$ cat src/rtl/lavadora_panel.sv
// lavadora_panel: washer front-panel input stage. It debounces the buttons, selects the mode, validates the start, and holds the lockout.
// Optional key-click output enabled by defining PANEL_CLICK_EN.
module lavadora_panel #(
    parameter int DEBOUNCE_CYCLES = 4,
    parameter int MAX_LOAD        = 4,
    parameter int LOCKOUT_CYCLES  = 15
`ifdef PANEL_CLICK_EN
    , parameter int CLICK_CYCLES  = 2
`endif
) (
    input  logic       clk,
    input  logic       rst,
    input  logic       btn_start,
    input  logic       btn_mode,
    input  logic       door_closed,
    input  logic [3:0] load_raw,
    output logic       start,
    output logic [1:0] mode,
    output logic [3:0] load,
    output logic       door_lock,
    output logic       overload,
    output logic       fault
`ifdef PANEL_CLICK_EN
    , output logic     click
`endif
);

    typedef enum logic [1:0] {IDLE, ISSUE, LOCKOUT} state_t;

    localparam logic [3:0] DB_LAST = 4'(DEBOUNCE_CYCLES - 1);
    localparam logic [7:0] LK_LAST = 8'(LOCKOUT_CYCLES - 1);
    localparam logic [3:0] MAX_L   = 4'(MAX_LOAD);

    state_t     state, state_n;
    logic [1:0] raw, lvl, lvl_d, press;
    logic [3:0] db_cnt [2];
    logic [7:0] lk_cnt;
    logic       door_d, start_press, mode_adv, bad_load, accept;

    assign raw         = {btn_mode, btn_start};
    assign press       = lvl & ~lvl_d;
    assign start_press = press[0];
    assign mode_adv    = press[1] && state == IDLE;
    assign bad_load    = load_raw > MAX_L;

    // Per-button debounce: a level flips only after DEBOUNCE_CYCLES consecutive differing samples
    always_ff @(posedge clk) begin
        if (rst) begin
            lvl       <= '0;
            lvl_d     <= '0;
            db_cnt[0] <= '0;
            db_cnt[1] <= '0;
        end else begin
            lvl_d <= lvl;
            for (int i = 0; i < 2; i++) begin
                if (raw[i] == lvl[i]) begin
                    db_cnt[i] <= '0;
                end else if (db_cnt[i] == DB_LAST) begin
                    lvl[i]    <= ~lvl[i];
                    db_cnt[i] <= '0;
                end else begin
                    db_cnt[i] <= db_cnt[i] + 4'd1;
                end
            end
        end
    end

    // State register
    always_ff @(posedge clk) begin
        state <= rst ? IDLE : state_n;
    end

    // Next state and Moore outputs; a start press is accepted only with a closed door and legal load
    always_comb begin
        state_n   = state;
        start     = 1'b0;
        door_lock = 1'b0;
        accept    = 1'b0;
        case (state)
            IDLE: begin
                if (start_press && !bad_load && door_closed) begin
                    accept  = 1'b1;
                    state_n = ISSUE;
                end
            end
            ISSUE: begin
                start     = 1'b1;
                door_lock = 1'b1;
                state_n   = LOCKOUT;
            end
            LOCKOUT: begin
                door_lock = 1'b1;
                if (lk_cnt == LK_LAST) state_n = IDLE;
            end
            default: state_n = IDLE;
        endcase
    end

    // Mode, load capture, sticky flags and lockout timer
    always_ff @(posedge clk) begin
        if (rst) begin
            mode     <= '0;
            load     <= '0;
            overload <= 1'b0;
            fault    <= 1'b0;
            lk_cnt   <= '0;
            door_d   <= 1'b0;
        end else begin
            door_d <= door_closed;
            lk_cnt <= (state == LOCKOUT) ? lk_cnt + 8'd1 : 8'd0;
            if (state == IDLE) load <= load_raw;
            if (mode_adv) mode <= (mode == 2'd2) ? 2'd0 : mode + 2'd1;
            if (accept) begin
                overload <= 1'b0;
                fault    <= 1'b0;
            end else if (state == IDLE && start_press) begin
                if (bad_load) overload <= 1'b1;
                if (!door_closed) fault <= 1'b1;
            end
            if (state == LOCKOUT && door_d && !door_closed) fault <= 1'b1;
        end
    end

`ifdef PANEL_CLICK_EN
    logic [7:0] click_cnt;

    assign click = click_cnt != 8'd0;

    // Click width counter; any state- or mode-changing event restarts it
    always_ff @(posedge clk) begin
        if (rst) click_cnt <= '0;
        else if (accept || mode_adv) click_cnt <= 8'(CLICK_CYCLES);
        else if (click_cnt != 8'd0) click_cnt <= click_cnt - 8'd1;
    end
`endif

endmodule

$ cat config.mk
export PLATFORM = sky130hd
export DESIGN_NAME = lavadora_panel
export DESIGN_NICKNAME = d
export VERILOG_FILES = /design/src/rtl/lavadora_panel.sv
export SDC_FILE = /design/constraint.sdc
export NUM_CORES = 1
export LEC_CHECK = 0
export ABC_AREA = 1
export CAP_MARGIN = 30
export CORE_MARGIN = 10
export CORE_UTILIZATION = 45
export DETAILED_ROUTE_END_ITERATION = 12
export PLACE_DENSITY_LB_ADDON = 0.15
export SLEW_MARGIN = 20
export SYNTH_ARGS = -nofsm -noshare
export SYNTH_HDL_FRONTEND = slang
export SYNTH_SLANG_ARGS = --single-unit
$ cat constraint.sdc
create_clock -name clk -period 1.4 [get_ports clk]
set_clock_uncertainty 0.1 [all_clocks]
set_input_delay 0.28 -clock clk [delete_from_list [all_inputs] [get_ports clk]]
set_output_delay 0.28 -clock clk [all_outputs]
set_load 0.005 [all_outputs]
==> results_dict.tcl, run 1 <==
set metrics [dict create \
    area_growth_pct 34.3 \
    clockRootBuffer "clkbuf_4" \
    hpwlAfterDp_microns 2180 \
    synth_xor_xnor_area_share_pct 2.52 \
    synth.avg_cell_area_sq_um 8.41 \
    dpl-instance-area_sq_mm 0.00171 \
    fmax_mhz 687 \
    nNetsFinal 229 \
    ctsHoldBuffers 0 \
    drcViolationCount 0 \
    wl_per_cell_microns 11.6 \
    path_max_fanout 2 \
    drive_gt1_share_pct 26.8 \
    tns_ps -82.0 \
    first_pass_iters 3 \
    syn_inst 165 \
    reg2reg_slack_ps -10 \
    critPathLaunchType "flip-flop" \
    hold_viol 0 \
    rows 20 \
    setup_violations 3 \
    hold_end "lk_cnt[7]" \
    cts_buffers 5 \
    n_antenna_cell 0 \
    synth-simple-area-share_pct 19.1 \
    io_buffer_count 18 \
    die_w_microns 75.5 \
    required_ps 1020 \
    r2r.worst_path.cells 7 \
    path_class "reg -> out" \
    grt_max_degree 10 \
    finalInstanceArea_sq_mm 0.00186 \
    insertion_delay_ps 320 \
    via_count 1165 \
    cts_buffer_depth 2 \
    drt-initial-drc-count 32 \
    die-area_sq_mm 0.00570 \
    status "finished, violations left" \
    core_area_sq_mm 0.00300 \
    antenna_found_initial 0 \
    power_density_mw_per_mm2 854 \
    grt_pass1_wl_microns 4920 \
    rr_endpoint "db_cnt[1][3]" \
    initial_utilization_pct 46.2 \
    place.gp.congestion 0.756 \
    crit_buf_inv 2 \
    track_usage_pct 11.1 \
    postRouteAntennaNets 0 \
    cp_slowest_cell "dfxtp_2" \
    viasPerCell 4.74 \
    whs_path_depth 2 \
    fin_ws_ps -56.6 \
    cts.sinks 31 \
    n_fill_cell 275 \
    failed_checks "setup timing" \
    yosysSeqAreaShare_pct 50.5 \
    cts_tree "done" \
    cap_violations 0 \
    ys_ff_latch 31 \
    drt_wl_total_microns 2870 \
    rsz0062_at_grt "yes" \
    critical_path.max_stage_delay_ps 360 \
    overflow 0 \
    final_cell_count_no_fill 246 \
    period_minus_slack_ps 1460 \
    r2r_start "db_cnt[1][0]" \
    ir_drop_mv 0.687 \
    synth_top_family_by_area "simple AND/OR/NAND/NOR gates" \
    grt_pass1_vias 1194 \
    path_clk_slew_ps 90 \
    post-route-util_pct 62.0 \
    maxSlewViolCount 0 \
    period_share_pct 104 \
    synthDistinctLibCells 24 \
    path_delay_family "flip-flops" \
    synth_fa_ha_area_share_pct 6.31 \
    min_from "lk_cnt[7]" \
    synth-warning-count 0 \
    h-tree-depth 2 \
    synth_compound_area_share_pct 12.8 \
    path_cells "inv_2 -> ha_4 -> buf_6" \
    hold_class "reg -> reg" \
    synthMuxAreaShare_pct 0 \
    dp.cells 233 \
    cp-end-kind "output port" \
    boundaryPins 19 \
    arrival_ps 1080 \
    die_h_microns 75.5 \
    leakagePower_nw 0.779 \
    syn-cell-area_sq_mm 0.00139 \
]
metrics by stage:
step	hold WS, ps	power, mW	setup WS, ps
5_1_grt	400	1.67	-103
2_1_floorplan	305	1.06	-3.61
4_1_cts	378	1.60	-70.9
6_report	373	1.59	-56.6
3_5_place_dp	358	1.14	-237
3_3_place_gp	344	1.13	-182
sequential cells by signal, indices dropped and copies added (netlist names):
signal    flops
load          4
lvl_d         2
fault         1
state         2
overload      1
mode          2
lk_cnt        8
door_d        1
db_cnt        8
lvl           2
worst reg2reg max path: stages (launching register included):
cell and delay, ps:
edfxtp_1 370, ha_2 180, inv_2 30, or2_4 240, nor2_4 80, inv_2 60
nand2_4 80, nor2_1 40
cell type report:
cell class	instances	area (sq um)	share of cell area, %
sequential	31	707	37.9
multi-input combinational	114	659	35.4
timing repair buffer	37	319	17.1
inverter	24	90.1	4.84
tap	33	41.3	2.22
clock buffer	5	37.5	2.01
clock inverter	2	8.76	0.470
metal layers:
layer	track usage (%)	share of wire, %
met1	11.9	43
met4	3.71	0.73
met5	0	0
met2	19.3	52
met3	4.56	4.4
power by group:
part / internal [mW] / total [mW] / switching [mW]
registers: 0.952 / 0.971 / 0.0194
logic: 0.0837 / 0.161 / 0.0771
clock network: 0.178 / 0.459 / 0.281
cell usage in the layout, fill, tap and decap left out, types with 5 or more instances in the layout:
cell type        count
o21ai_0              9
conb_1               8
nor2_1              26
nand2_1             16
dfxtp_1             18
inv_1               19
a21oi_1             14
dfxtp_2              5
clkbuf_4             5
buf_4               18
nand3_1              9
clkdlybuf4s50_1      8
inv_2                5
dlygate4sd2_1        8
edfxtp_1             8
synthesized netlist by cell type, drive strengths merged:
master	n	area share [%]
a211oi	1	0.54
a21oi	17	6.7
buf	3	2.0
conb	1	0.27
dfxtp	23	33
edfxtp	8	17
ha	7	6.3
inv	24	6.5
nand2	19	5.1
nand3	9	3.2
nand4	1	0.45
nor2	30	8.3
nor3	2	1.1
o21ai	14	5.6
or2	2	0.90
xnor2	1	0.63
xor2	3	1.9
worst max-delay path by stage:
stage	start	slack (ps)	cells past startpoint	to
global route	state[0]	-100	3	door_lock
detailed placement	load_raw[1]	-240	6	state[0]
CTS	state[1]	-70	3	door_lock
global placement	load_raw[1]	-180	6	state[0]
finish	state[0]	-60	3	door_lock
floorplan	db_cnt[1][0]	-4	7	db_cnt[1][3]
logic make-up after synthesis:
logic type,after synthesis
buf+inv,27
other cells,1
flops,31
xor+xnor,4
simple gates,63
compound gates,32
fa+ha+maj,7
timing repair:
item | in CTS | in global routing
buffers inserted | 2 | 4
resized for setup | 34 | 9
setup endpoints to repair | 15 | 17
pin swaps | 4 | 4
endpoints found under the hold margin | 0 | 0
Power figures use the tool's default switching activity.
==> run 2: changes to the inputs <==
--- a/config.mk
+++ b/config.mk
@@ -8,7 +8,7 @@
 export ABC_AREA = 1
 export CAP_MARGIN = 30
 export CORE_MARGIN = 10
-export CORE_UTILIZATION = 45
+export CORE_UTILIZATION = 48
 export DETAILED_ROUTE_END_ITERATION = 12
 export PLACE_DENSITY_LB_ADDON = 0.15
 export SLEW_MARGIN = 20
==> run 2 against run 1 <==
  * Sequential share of layout area is 0.42 points lower
  * Non-clock buffer count is 2 higher
  * Global-route usage is 0.17 points higher
  * Sequential power hardly changed
  * Die area is 4.6% lower
  * Final area is 1.5% higher
  * Via count is 0.34% higher
  * Combinational power hardly changed
  * Worst setup slack worse by 1.5 ps
  * The run still ends with setup timing left
  * Clock-buffer cell count is 2 higher
  * Critical endpoint unchanged
==> results_dict.tcl, run 2 (synthesis results as in run 1) <==
set metrics [dict create \
    status "finished, violations left" \
    failed_checks "setup timing" \
    setup_violations 5 \
    core_area_sq_mm 0.00276 \
    wl_per_cell_microns 11.7 \
    n_antenna_cell 0 \
    first_pass_iters 4 \
    period_minus_slack_ps 1460 \
    maxSlewViolCount 0 \
    cts_buffer_depth 2 \
    power_density_mw_per_mm2 862 \
    grt_max_degree 12 \
    antenna_found_initial 0 \
    grt_pass1_wl_microns 4930 \
    hold_viol 0 \
    critical_path.max_stage_delay_ps 360 \
    ir_drop_mv 0.866 \
    cp-end-kind "output port" \
    drcViolationCount 0 \
    grt_pass1_vias 1217 \
    nNetsFinal 231 \
    period_share_pct 104 \
    required_ps 1020 \
    drive_gt1_share_pct 28.7 \
    die_w_microns 73.8 \
    fin_ws_ps -58.1 \
    path_clk_slew_ps 100 \
    fmax_mhz 686 \
    layout.area.seq_sq_um 709 \
    h-tree-depth 2 \
    drt-initial-drc-count 42 \
    path_class "reg -> out" \
    path_max_fanout 2 \
    hpwlAfterDp_microns 2180 \
    tns_ps -107 \
    wl_met3_microns 138 \
    boundaryPins 19 \
    topRoutingLayerUsed "met4" \
    io_buffer_count 18 \
    cts.sinks 31 \
    multi_input_comb_area_sq_um 664 \
    postRouteAntennaNets 0 \
    path_cells "inv_2 -> ha_4 -> buf_6" \
    track_usage_pct 11.3 \
    overflow 0 \
    cap_violations 0 \
    critPathLaunchType "flip-flop" \
    viasPerCell 4.73 \
    wl_met2_microns 1460 \
    hold_class "reg -> reg" \
    crit_buf_inv 2 \
    finalPower_mw 1.63 \
    area_growth_pct 36.2 \
    clockRootBuffer "clkbuf_4" \
    rows 19 \
    arrival_ps 1080 \
    reg_top3 "db_cnt: 8 flops, lk_cnt: 8 flops, load: 4 flops" \
    die-area_sq_mm 0.00544 \
    final_common_cell "nor2_1" \
    via_count 1169 \
    cts_tree "done" \
    n_fill_cell 241 \
    rsz0062_at_grt "yes" \
    cp_slowest_cell "dfxtp_2" \
    initial_utilization_pct 50.3 \
    leakagePower_nw 0.793 \
    m1WireLength_microns 1240 \
    path_delay_family "flip-flops" \
    cts_buffers 5 \
    drt_wl_total_microns 2880 \
    place.gp.congestion 0.814 \
    ctsHoldBuffers 0 \
    layout_common_cells "nor2_1, inv_1, buf_4" \
    insertion_delay_ps 330 \
    die_h_microns 73.8 \
]
-- run 2: cell types whose count changed in the layout (fill, tap and decap cells not counted), sizes merged --
| cell | change |
|---|---|
| clkbuf | +2 |
| buf | +2 |
| clkinv | -1 |
-- run 2: timing repair --
item	CTS	global route
gates resized for setup	32	16
buffers inserted	5	3
pin swaps	3	6
endpoints found under the setup margin	15	12
hold endpoints to repair	0	0
-- run 2: path summary, 6_finish.rpt --
check / startpoint / cells past startpoint / slack (ps) / to
min: lk_cnt[7] / 2 / 360 / lk_cnt[7]
min reg2reg: lk_cnt[7] / 2 / 360 / lk_cnt[7]
max reg2reg: db_cnt[1][0] / 7 / -10 / db_cnt[1][3]
max: state[0] / 3 / -60 / door_lock
-- run 2: worst register-to-register path: stages, from the launching register on --
cell	delay (ps)
edfxtp_1	370
ha_2	180
inv_2	30
or2_4	230
nor2_4	80
inv_2	60
nand2_4	70
nor2_1	40
-- run 2: layout make-up --
| type | instances | area share (%) |
|---|---|---|
| tap | 31 | 2.05 |
| timing repair buffer | 39 | 17.9 |
| inverter | 24 | 4.77 |
| clock buffer | 7 | 2.38 |
| multi-input combinational | 114 | 35.1 |
| sequential | 31 | 37.5 |
| clock inverter | 1 | 0.265 |
-- run 2: routing by layer --
| metal | vias up | global-route usage, % |
|---|---|---|
| met5 | - | 0 |
| met4 | 0 | 4.14 |
| met3 | 5 | 3.50 |
| met2 | 17 | 20.3 |
| met1 | 525 | 11.9 |
| li1 | 622 | - |
-- run 2: power breakdown --
part	total, mW	internal [mW]	switching [mW]
Combinational	0.164	0.0856	0.0781
Sequential	0.971	0.953	0.0185
Clock	0.496	0.196	0.300
-- run 2: through the flow --
stage / hold slack, ps / instance area (sq um) / instances / setup slack [ps] / util, %
6_report: 364 / 1890 / 247 / -58.1 / 68.6
5_1_grt: 395 / 1890 / 247 / -97.6 / 68.6
2_1_floorplan: 305 / 1420 / 172 / -3.61 / -
3_5_place_dp: 354 / 1710 / 231 / -306 / 62.0
4_1_cts: 369 / 1830 / 244 / -70.5 / 66.3
3_3_place_gp: 342 / 1710 / 231 / -201 / 62.0
